--- src/rtl/stream_checksum_multi.sv ---
// RFC 1071 ones'-complement checksum over an Avalon-ST packet stream of any 16-bit-multiple width.
// Define STREAM_CHECKSUM_LENGTH_EN to add the per-packet byte count output checksum_length.
module stream_checksum_multi #(
  parameter int DATA_WIDTH  = 32,
  parameter int EMPTY_WIDTH = (DATA_WIDTH / 8 > 2) ? $clog2(DATA_WIDTH / 8) : 1
) (
  input  logic                   clk,
  input  logic                   reset,
  input  logic [DATA_WIDTH-1:0]  stream_in_data,
  input  logic                   stream_in_valid,
  output logic                   stream_in_ready,
  input  logic                   stream_in_startofpacket,
  input  logic                   stream_in_endofpacket,
  input  logic [EMPTY_WIDTH-1:0] stream_in_empty,
  output logic [15:0]            checksum_data,
  output logic                   checksum_valid,
  input  logic                   checksum_ready,
  output logic                   checksum_error,
`ifdef STREAM_CHECKSUM_LENGTH_EN
  output logic [15:0]            checksum_length,
`endif
  output logic [15:0]            framing_errors
);

  localparam int unsigned NBYTES = DATA_WIDTH / 8;
  localparam int unsigned NWORDS = DATA_WIDTH / 16;

  typedef enum logic {IDLE, IN_PKT} state_t;

  state_t                state, state_next;
  logic [15:0]           acc, acc_next, beat_sum, res_sum;
  logic                  res_load, res_err, accept;
  logic [1:0]            fe_inc;
  logic [16:0]           fe_sum;
  logic [DATA_WIDTH-1:0] masked;
  logic [31:0]           empty_ext;

  function automatic logic [15:0] ones_add(input logic [15:0] a, input logic [15:0] b);
    logic [16:0] s;
    s = {1'b0, a} + {1'b0, b};
    return s[15:0] + {15'd0, s[16]};
  endfunction

  assign stream_in_ready = !checksum_valid || checksum_ready;
  assign accept          = stream_in_valid && stream_in_ready;
  assign empty_ext       = 32'(stream_in_empty);
  assign fe_sum          = {1'b0, framing_errors} + 17'(fe_inc);

  always_comb begin
    masked = stream_in_data;
    if (stream_in_endofpacket) begin
      for (int unsigned i = 0; i < NBYTES; i++) begin
        if (i < empty_ext) masked[i*8 +: 8] = '0;
      end
    end
    beat_sum = '0;
    for (int unsigned i = 0; i < NWORDS; i++) begin
      beat_sum = ones_add(beat_sum, masked[i*16 +: 16]);
    end
  end

`ifdef STREAM_CHECKSUM_LENGTH_EN
  logic [15:0] len, len_next, res_len, beat_bytes;

  function automatic logic [15:0] sat_add(input logic [15:0] a, input logic [15:0] b);
    logic [16:0] s;
    s = {1'b0, a} + {1'b0, b};
    return s[16] ? '1 : s[15:0];
  endfunction

  always_comb begin
    beat_bytes = 16'(NBYTES);
    if (stream_in_endofpacket)
      beat_bytes = (empty_ext >= NBYTES) ? '0 : 16'(NBYTES - empty_ext);
  end
`endif

  always_comb begin
    state_next = state;
    acc_next   = acc;
    res_load   = 1'b0;
    res_sum    = acc;
    res_err    = 1'b0;
    fe_inc     = 2'd0;
`ifdef STREAM_CHECKSUM_LENGTH_EN
    len_next   = len;
    res_len    = len;
`endif
    if (accept) begin
      case (state)
        IDLE: begin
          if (stream_in_startofpacket) begin
            acc_next = beat_sum;
`ifdef STREAM_CHECKSUM_LENGTH_EN
            len_next = beat_bytes;
            res_len  = beat_bytes;
`endif
            res_sum = beat_sum;
            if (stream_in_endofpacket) res_load = 1'b1;
            else                       state_next = IN_PKT;
          end else begin
            fe_inc = 2'd1;
          end
        end
        IN_PKT: begin
          if (stream_in_startofpacket) begin
            // Truncated packet reports what it had; an SOP+EOP interrupter is dropped outright.
            res_load = 1'b1;
            res_err  = 1'b1;
            acc_next = beat_sum;
`ifdef STREAM_CHECKSUM_LENGTH_EN
            len_next = beat_bytes;
`endif
            if (stream_in_endofpacket) begin
              fe_inc     = 2'd2;
              state_next = IDLE;
            end else begin
              fe_inc = 2'd1;
            end
          end else begin
            acc_next = ones_add(acc, beat_sum);
            res_sum  = acc_next;
`ifdef STREAM_CHECKSUM_LENGTH_EN
            len_next = sat_add(len, beat_bytes);
            res_len  = len_next;
`endif
            if (stream_in_endofpacket) begin
              res_load   = 1'b1;
              state_next = IDLE;
            end
          end
        end
        default: state_next = IDLE;
      endcase
    end
  end

  always_ff @(posedge clk or posedge reset) begin
    if (reset) state <= IDLE;
    else       state <= state_next;
  end

  always_ff @(posedge clk or posedge reset) begin
    if (reset) begin
      acc            <= '0;
      checksum_data  <= '0;
      checksum_valid <= 1'b0;
      checksum_error <= 1'b0;
      framing_errors <= '0;
`ifdef STREAM_CHECKSUM_LENGTH_EN
      len             <= '0;
      checksum_length <= '0;
`endif
    end else begin
      acc            <= acc_next;
      framing_errors <= fe_sum[16] ? '1 : fe_sum[15:0];
`ifdef STREAM_CHECKSUM_LENGTH_EN
      len <= len_next;
`endif
      if (res_load) begin
        checksum_valid <= 1'b1;
        checksum_data  <= ~res_sum;
        checksum_error <= res_err;
`ifdef STREAM_CHECKSUM_LENGTH_EN
        checksum_length <= res_len;
`endif
      end else if (checksum_ready) begin
        checksum_valid <= 1'b0;
      end
    end
  end

endmodule

--- config.mk ---
export PLATFORM = sky130hd
export DESIGN_NAME = stream_checksum_multi
export DESIGN_NICKNAME = d
export VERILOG_FILES = /design/src/rtl/stream_checksum_multi.sv
export SDC_FILE = /design/constraint.sdc
export NUM_CORES = 1
export LEC_CHECK = 0
export ABC_AREA = 1
export BUFFER_PORTS_ARGS = -buffer_cell sky130_fd_sc_hd__buf_2
export CAP_MARGIN = 20
export CELL_PAD_IN_SITES_DETAIL_PLACEMENT = 1
export CELL_PAD_IN_SITES_GLOBAL_PLACEMENT = 1
export CORE_MARGIN = 5
export CORE_UTILIZATION = 44
export DETAILED_ROUTE_END_ITERATION = 10
export GPL_TIMING_DRIVEN = 0
export PLACE_DENSITY_LB_ADDON = 0.08
export SETUP_SLACK_MARGIN = 0.02
export SYNTH_ARGS = -nofsm -noshare
export SYNTH_HDL_FRONTEND = slang
export SYNTH_SLANG_ARGS = --single-unit
--- constraint.sdc ---
create_clock -name clk -period 4.9 [get_ports clk]
set_clock_uncertainty 0.1 [all_clocks]
set_input_delay 0.49 -clock clk [delete_from_list [all_inputs] [get_ports clk]]
set_output_delay 0.49 -clock clk [all_outputs]
set_load 0.005 [all_outputs]
== Word-level counts from Yosys, hierarchy flattened ==
Cells that the tools add are included.
Word-level totals
  word-level logic and storage cells: 51
  output and inout port bits: 35
  register bits: 51
Operators by class
  reductions and logical operators: 4
  bitwise gates (word level): 2
  order comparisons: 4
  add/subtract/negate cells: 5
  muxes and demuxes: 30
Operators with widths (number)
  $mux 16: 5
  $pmux 16 s2: 2
  $add 16x16->17: 2
  $add 16x1->16: 2
  $mux 32: 1
  $mux 8: 4
  $add 16x2->17: 1
  $not 16->16: 1
  $mux 1: 12
  $mux 2: 3
  $lt 1x2->1 const A: 2
  $lt 2x2->1 const A: 2
  $pmux 1 s2: 2
  $pmux 2 s2: 1
  $reduce_bool 2->1: 1
  $logic_and 1x1->1: 1
  $logic_not 1->1: 1
  $logic_or 1x1->1: 1
  $not 1->1: 1

== Logic depth before layout (Yosys ltp) ==
  word-level depth: 11
  mapped depth: 51
  gate-level depth less buffers: 51

== Least setup slack after synthesis ==
OpenSTA, ideal clock, no wires.
  kind: input port to flip-flop
  from: in stream_in_empty[1]
  to: reg checksum_data[14]
  cell stages on the path: 48
  arrival: 5695 ps
  path slack: -1012 ps
  data required time: 4683 ps
  path through: nand2_1 clkinv_1 nand2_1 nand2_1 inv_1 ha_1 fa_1 nand2_2 nand2_1 nand3_2 nand2_1 nand3_1 nand2_1 a21oi_1 o21bai_1 ha_1 ha_1 inv_1 [... 12 more ...] nand2_1 a21oi_1 o21bai_1 ha_1 ha_1 inv_1 nor2_1 nand3_1 nor2_1 nand3_1 nor3_1 nand3_1 nand2_1 nand3_1 nand2_1 inv_1 nor2_1 nor2_1
On the way
  cells in the longest elaborated chain, start to end: 11
  elaborated cells on any way between the ends: 18
  those cells by class: add/sub (4); order compare (4); mux (9); bitwise (1)
RTL lines
  from (decl): line 14  | input logic [EMPTY_WIDTH-1:0] stream_in_empty,
  $lt 1x2->1 / $lt 2x2->1 (equally long branches): line 53  | if (i < empty_ext) masked[i*8 +: 8] = '0;
  $mux 8: line 53
  $mux 32 *: line 51  | if (stream_in_endofpacket) begin
  $add 16x16->17 *: line 40  | s = {1'b0, a} + {1'b0, b};
  $add 16x1->16 *: line 41  | return s[15:0] + {15'd0, s[16]};
  $add 16x16->17: line 40
  $add 16x1->16: line 41
  $mux 16: line 106  | if (stream_in_startofpacket) begin
  $pmux 16 s2 *: line 90  | case (state)
  $mux 16 *: line 89  | if (accept) begin
  $not 16->16 *: line 162  | checksum_data <= ~res_sum;
  to (signal assigned): line 162
  to (decl): line 15  | output logic [15:0] checksum_data,
Mark *: on every way between the ends. The rest lies on a longest branch, timed or not.
A chain may end at the register's enable or synchronous reset.

== Final worst setup path ==
  from: in stream_in_endofpacket
  to: reg checksum_data[14]
On the way
  cells in the longest elaborated chain, start to end: 9
  elaborated cells on any way between the ends: 15
  those cells by class: add/sub (4); mux (10); bitwise (1)
RTL lines
  from (decl): line 13  | input logic stream_in_endofpacket,
  $mux 32: line 51
  $add 16x16->17: line 40
  $add 16x1->16: line 41
  $add 16x16->17: line 40
  $add 16x1->16: line 41
  $mux 16: line 106
  $pmux 16 s2: line 90
  $mux 16: line 89
  $not 16->16: line 162
Parallel ways exist; a longest one is shown, timed or not.

==> reports/results.tsv <==
stage	metric	value	unit
sta	setup_ws	-1.276	ns
final_layout	layout-drive-gt1-share	0.2870	
worst_setup_path	crit_top_cell	nand2_2	
placement	dp.final_hpwl	14900	µm
placement	pre_cts_ws	-2.123	ns
synthesis	synth_fa_ha_area_frac	0.09507	
outcome	failed_checks	setup timing	
worst_setup_path	reg2reg_depth	17	
sta	hold_viol	0	
global_routing	grt_pass1_vias	7246	
final_layout	layout.nets	1174	
pwr	leakage	0.004177	µW
routing	postRouteAntennaNets	0	
synthesis	synth_xor_area_frac	0.01844	
final_layout	nFillCells	1711	
die	start_util	0.4482	
sta	worst_hold_slack	0.07037	ns
routing	drc	0	
synthesis	synth_fp_nets	1028	
worst_setup_path	crit_type	in -> reg	
synthesis	synth_compound_area_frac	0.09862	
worst_setup_path	cp-end-kind	register	
worst_setup_path	arrival	6.28	ns
routing	drt-total-wl	24390	µm
global_routing	antenna_found_initial	0	
worst_setup_path	crit_fanout	8	
synthesis	synth.area.mux_share	0	
die	die_h	123.1	µm
sta	period_minus_slack	6.176	ns
clock_tree	numCtsBuffers	5	
global_routing	grt_pass1_wl	35110	µm
die	rows	41	
synthesis	yosysTopAreaCellShare	0.2266	
synthesis	synth_top_area_cell	dfrtp_1	
clock_tree	clk_pin_slew	0.07	ns
synthesis	yosys.cell_types.count	41	
routing	drtIter0Drc	366	
routing	wl_per_cell	19.26	µm
clock_tree	clk_latency	0.31	ns
clock_tree	cts_tree	built	
routing	wl_met1	9205	µm
synthesis	synth.cell_area	0.005633	mm²
routing	wl_met2	12730	µm
placement	place_congestion	0.8524	
die	die_w	123.1	µm
min_path	hp-class	in -> async	
die	dieArea	0.01516	mm²
routing	top_layer	met4	
global_routing	grtUsageTotal	0.2936	
clock_tree	cts.sinks	51	
synthesis	synthTopCellsByArea	dfrtp_1, nand2_1, inv_1, ha_1, nand3_1	
worst_setup_path	cp.required	5.00	ns
sta	period_share	1.260	
global_routing	grt_max_degree	36	
synthesis	yosysMostFrequentCell	nand2_1	
sta	slew_viol_final	0	
worst_setup_path	cp-start-kind	input pin	
synthesis	synth_enable_flop_cells	0	
sta	fmax	161.9	MHz
routing	drt-pass1-iter-count	5	
clock_tree	cts.path.max_buffers	2	
clock_tree	root_buffer	clkbuf_16	
outcome	status	complete, but fails checks	
final_layout	antennaDiodeCount	0	
routing	dr_wl_met3	1147	µm
pwr	peakVddDrop	0.2071	mV
worst_setup_path	cp_slowest_stage_delay	0.28	ns
die	core_area	0.01257	mm²
synthesis	synth.avg_cell_area	5.948	µm²
clock_tree	cts_max_level	2	
synthesis	synth-seq-area-share	0.2266	
sta	setup_violations	32	
routing	viasPerCell	5.603	
pwr	total_power	3117	µW
synthesis	ys.warnings.count	0	
synthesis	synth_top_family_by_area	simple AND/OR/NAND/NOR gates	
pwr	p_per_area	410.1	mW/mm²
worst_setup_path	slowest_stage	ha_4	
synthesis	synthArstFlopShare	1.000	
die	io_pins	75	
synthesis	syn_inst	947	
final_layout	final_util	0.6048	
run	drv_cap	0	
sta	rsz0062_at_grt	true	
synthesis	ys_top_cells_by_count	nand2_1, inv_1, nor2_1, nand3_1, dfrtp_1	
final_layout	syn_to_final_growth	34.94	%
synthesis	ys_seq_elements	51	
synthesis	synthSimpleGateAreaFrac	0.4367	
routing	dr_total_vias	7094	
placement	portBuffers	74	
sta	worst_slew_pin_slew	0.7081	ns
synthesis	synth_ff_type	dfrtp_1	
global_routing	grt_overflow	0	
sta	max_slew_margin	0.5279	
power breakdown:
group / total (µW) / internal (µW) / switching [µW]
clock network: 366 / 190 / 176
logic: 2080 / 743 / 1330
registers: 676 / 543 / 133
worst max-delay path, delay by kind of cell:
kind,cells,cell delay [ns]
AND/OR/NAND/NOR,31,3.49
buffers and inverters,7,0.44
AO/OA/AOI/OAI,4,0.53
adder cells (fa/ha/maj),7,1.30
what timing repair did:
| item | 4_1_cts | 5_1_grt |
|---|---|---|
| pin swaps | 63 | 39 |
| setup endpoints to repair | 32 | 32 |
| setup buffers | 52 | 12 |
| gates resized for setup | 71 | 61 |
| hold buffers | 0 | 0 |
sequential cells by signal (all words and copies together), names as in the netlist:
signal and cells:
acc 16, checksum_data 16, framing_errors 16, checksum_error 1, checksum_valid 1, state 1
cell families after synthesis:
family          Yosys count
fa+ha+maj                41
compound gates           99
xor+xnor                 11
buf+inv                 185
simple gates            560
flops                    51
through the flow:
stage                     setup TNS (ns)  instance area, µm²  instances
after detailed placement          -54.85                6441       1194
after floorplan                   -7.344                5836        947
after CTS                         -22.82                7261       1254
final                             -30.00                7601       1266
after global routing              -36.66                7601       1266
after global placement            -50.58                6421       1193
path summary, 6_finish.rpt:
path,from,end,slack [ns]
max,stream_in_endofpacket,checksum_data[14]$_DFFE_PP0P_,-1.28
min,reset,framing_errors[10]$_DFF_PP0_,0.07
max reg2reg,state$_DFFE_PP0P_,framing_errors[11]$_DFF_PP0_,0.60
min reg2reg,checksum_data[10]$_DFFE_PP0P_,checksum_data[10]$_DFFE_PP0P_,0.39
max in group asynchronous,reset,acc[3]$_DFFE_PP0P_,4.10
min in group clk,checksum_data[10]$_DFFE_PP0P_,checksum_data[10]$_DFFE_PP0P_,0.39
layout make-up:
| type | instances | area (µm²) | area share |
|---|---|---|---|
| clock inverter | 3 | 18.77 | 0.002469 |
| sequential | 51 | 1276 | 0.1679 |
| inverter | 172 | 674.4 | 0.08872 |
| multi-input combinational | 711 | 4319 | 0.5682 |
| tap | 172 | 215.2 | 0.02831 |
| timing repair buffer | 139 | 917.1 | 0.1207 |
| buffer | 13 | 55.05 | 0.007243 |
| clock buffer | 5 | 125.1 | 0.01646 |
placed cells by master (no fill, tap or decap), types with 4 or more instances in the layout:
| cell type | instances |
|---|---|
| dfrtp_1 | 51 |
| xor2_1 | 8 |
| buf_2 | 76 |
| inv_4 | 6 |
| nand3_4 | 4 |
| a31oi_1 | 5 |
| a21oi_1 | 41 |
| nand3_2 | 24 |
| clkbuf_1 | 8 |
| buf_4 | 58 |
| ha_4 | 16 |
| nor3_1 | 7 |
| nor2_1 | 81 |
| nand2_1 | 287 |
| a21oi_2 | 6 |
| ha_1 | 22 |
| inv_1 | 152 |
| inv_2 | 11 |
| o21ai_1 | 7 |
| nor2_2 | 12 |
| o21ai_2 | 9 |
| nand2_2 | 35 |
| nor2_4 | 9 |
| buf_6 | 7 |
| clkbuf_16 | 5 |
| nand2_4 | 5 |
| o21ai_0 | 11 |
| nand3_1 | 64 |
| nand4_1 | 13 |
per-layer routing:
metal  GRT usage  up-vias
met5           0        -
met4      0.1377        0
met3     0.04117      106
met2      0.5440      269
met1      0.3291     3443
li1            -     3276
No activity file was read; power rests on OpenSTA's default activity.
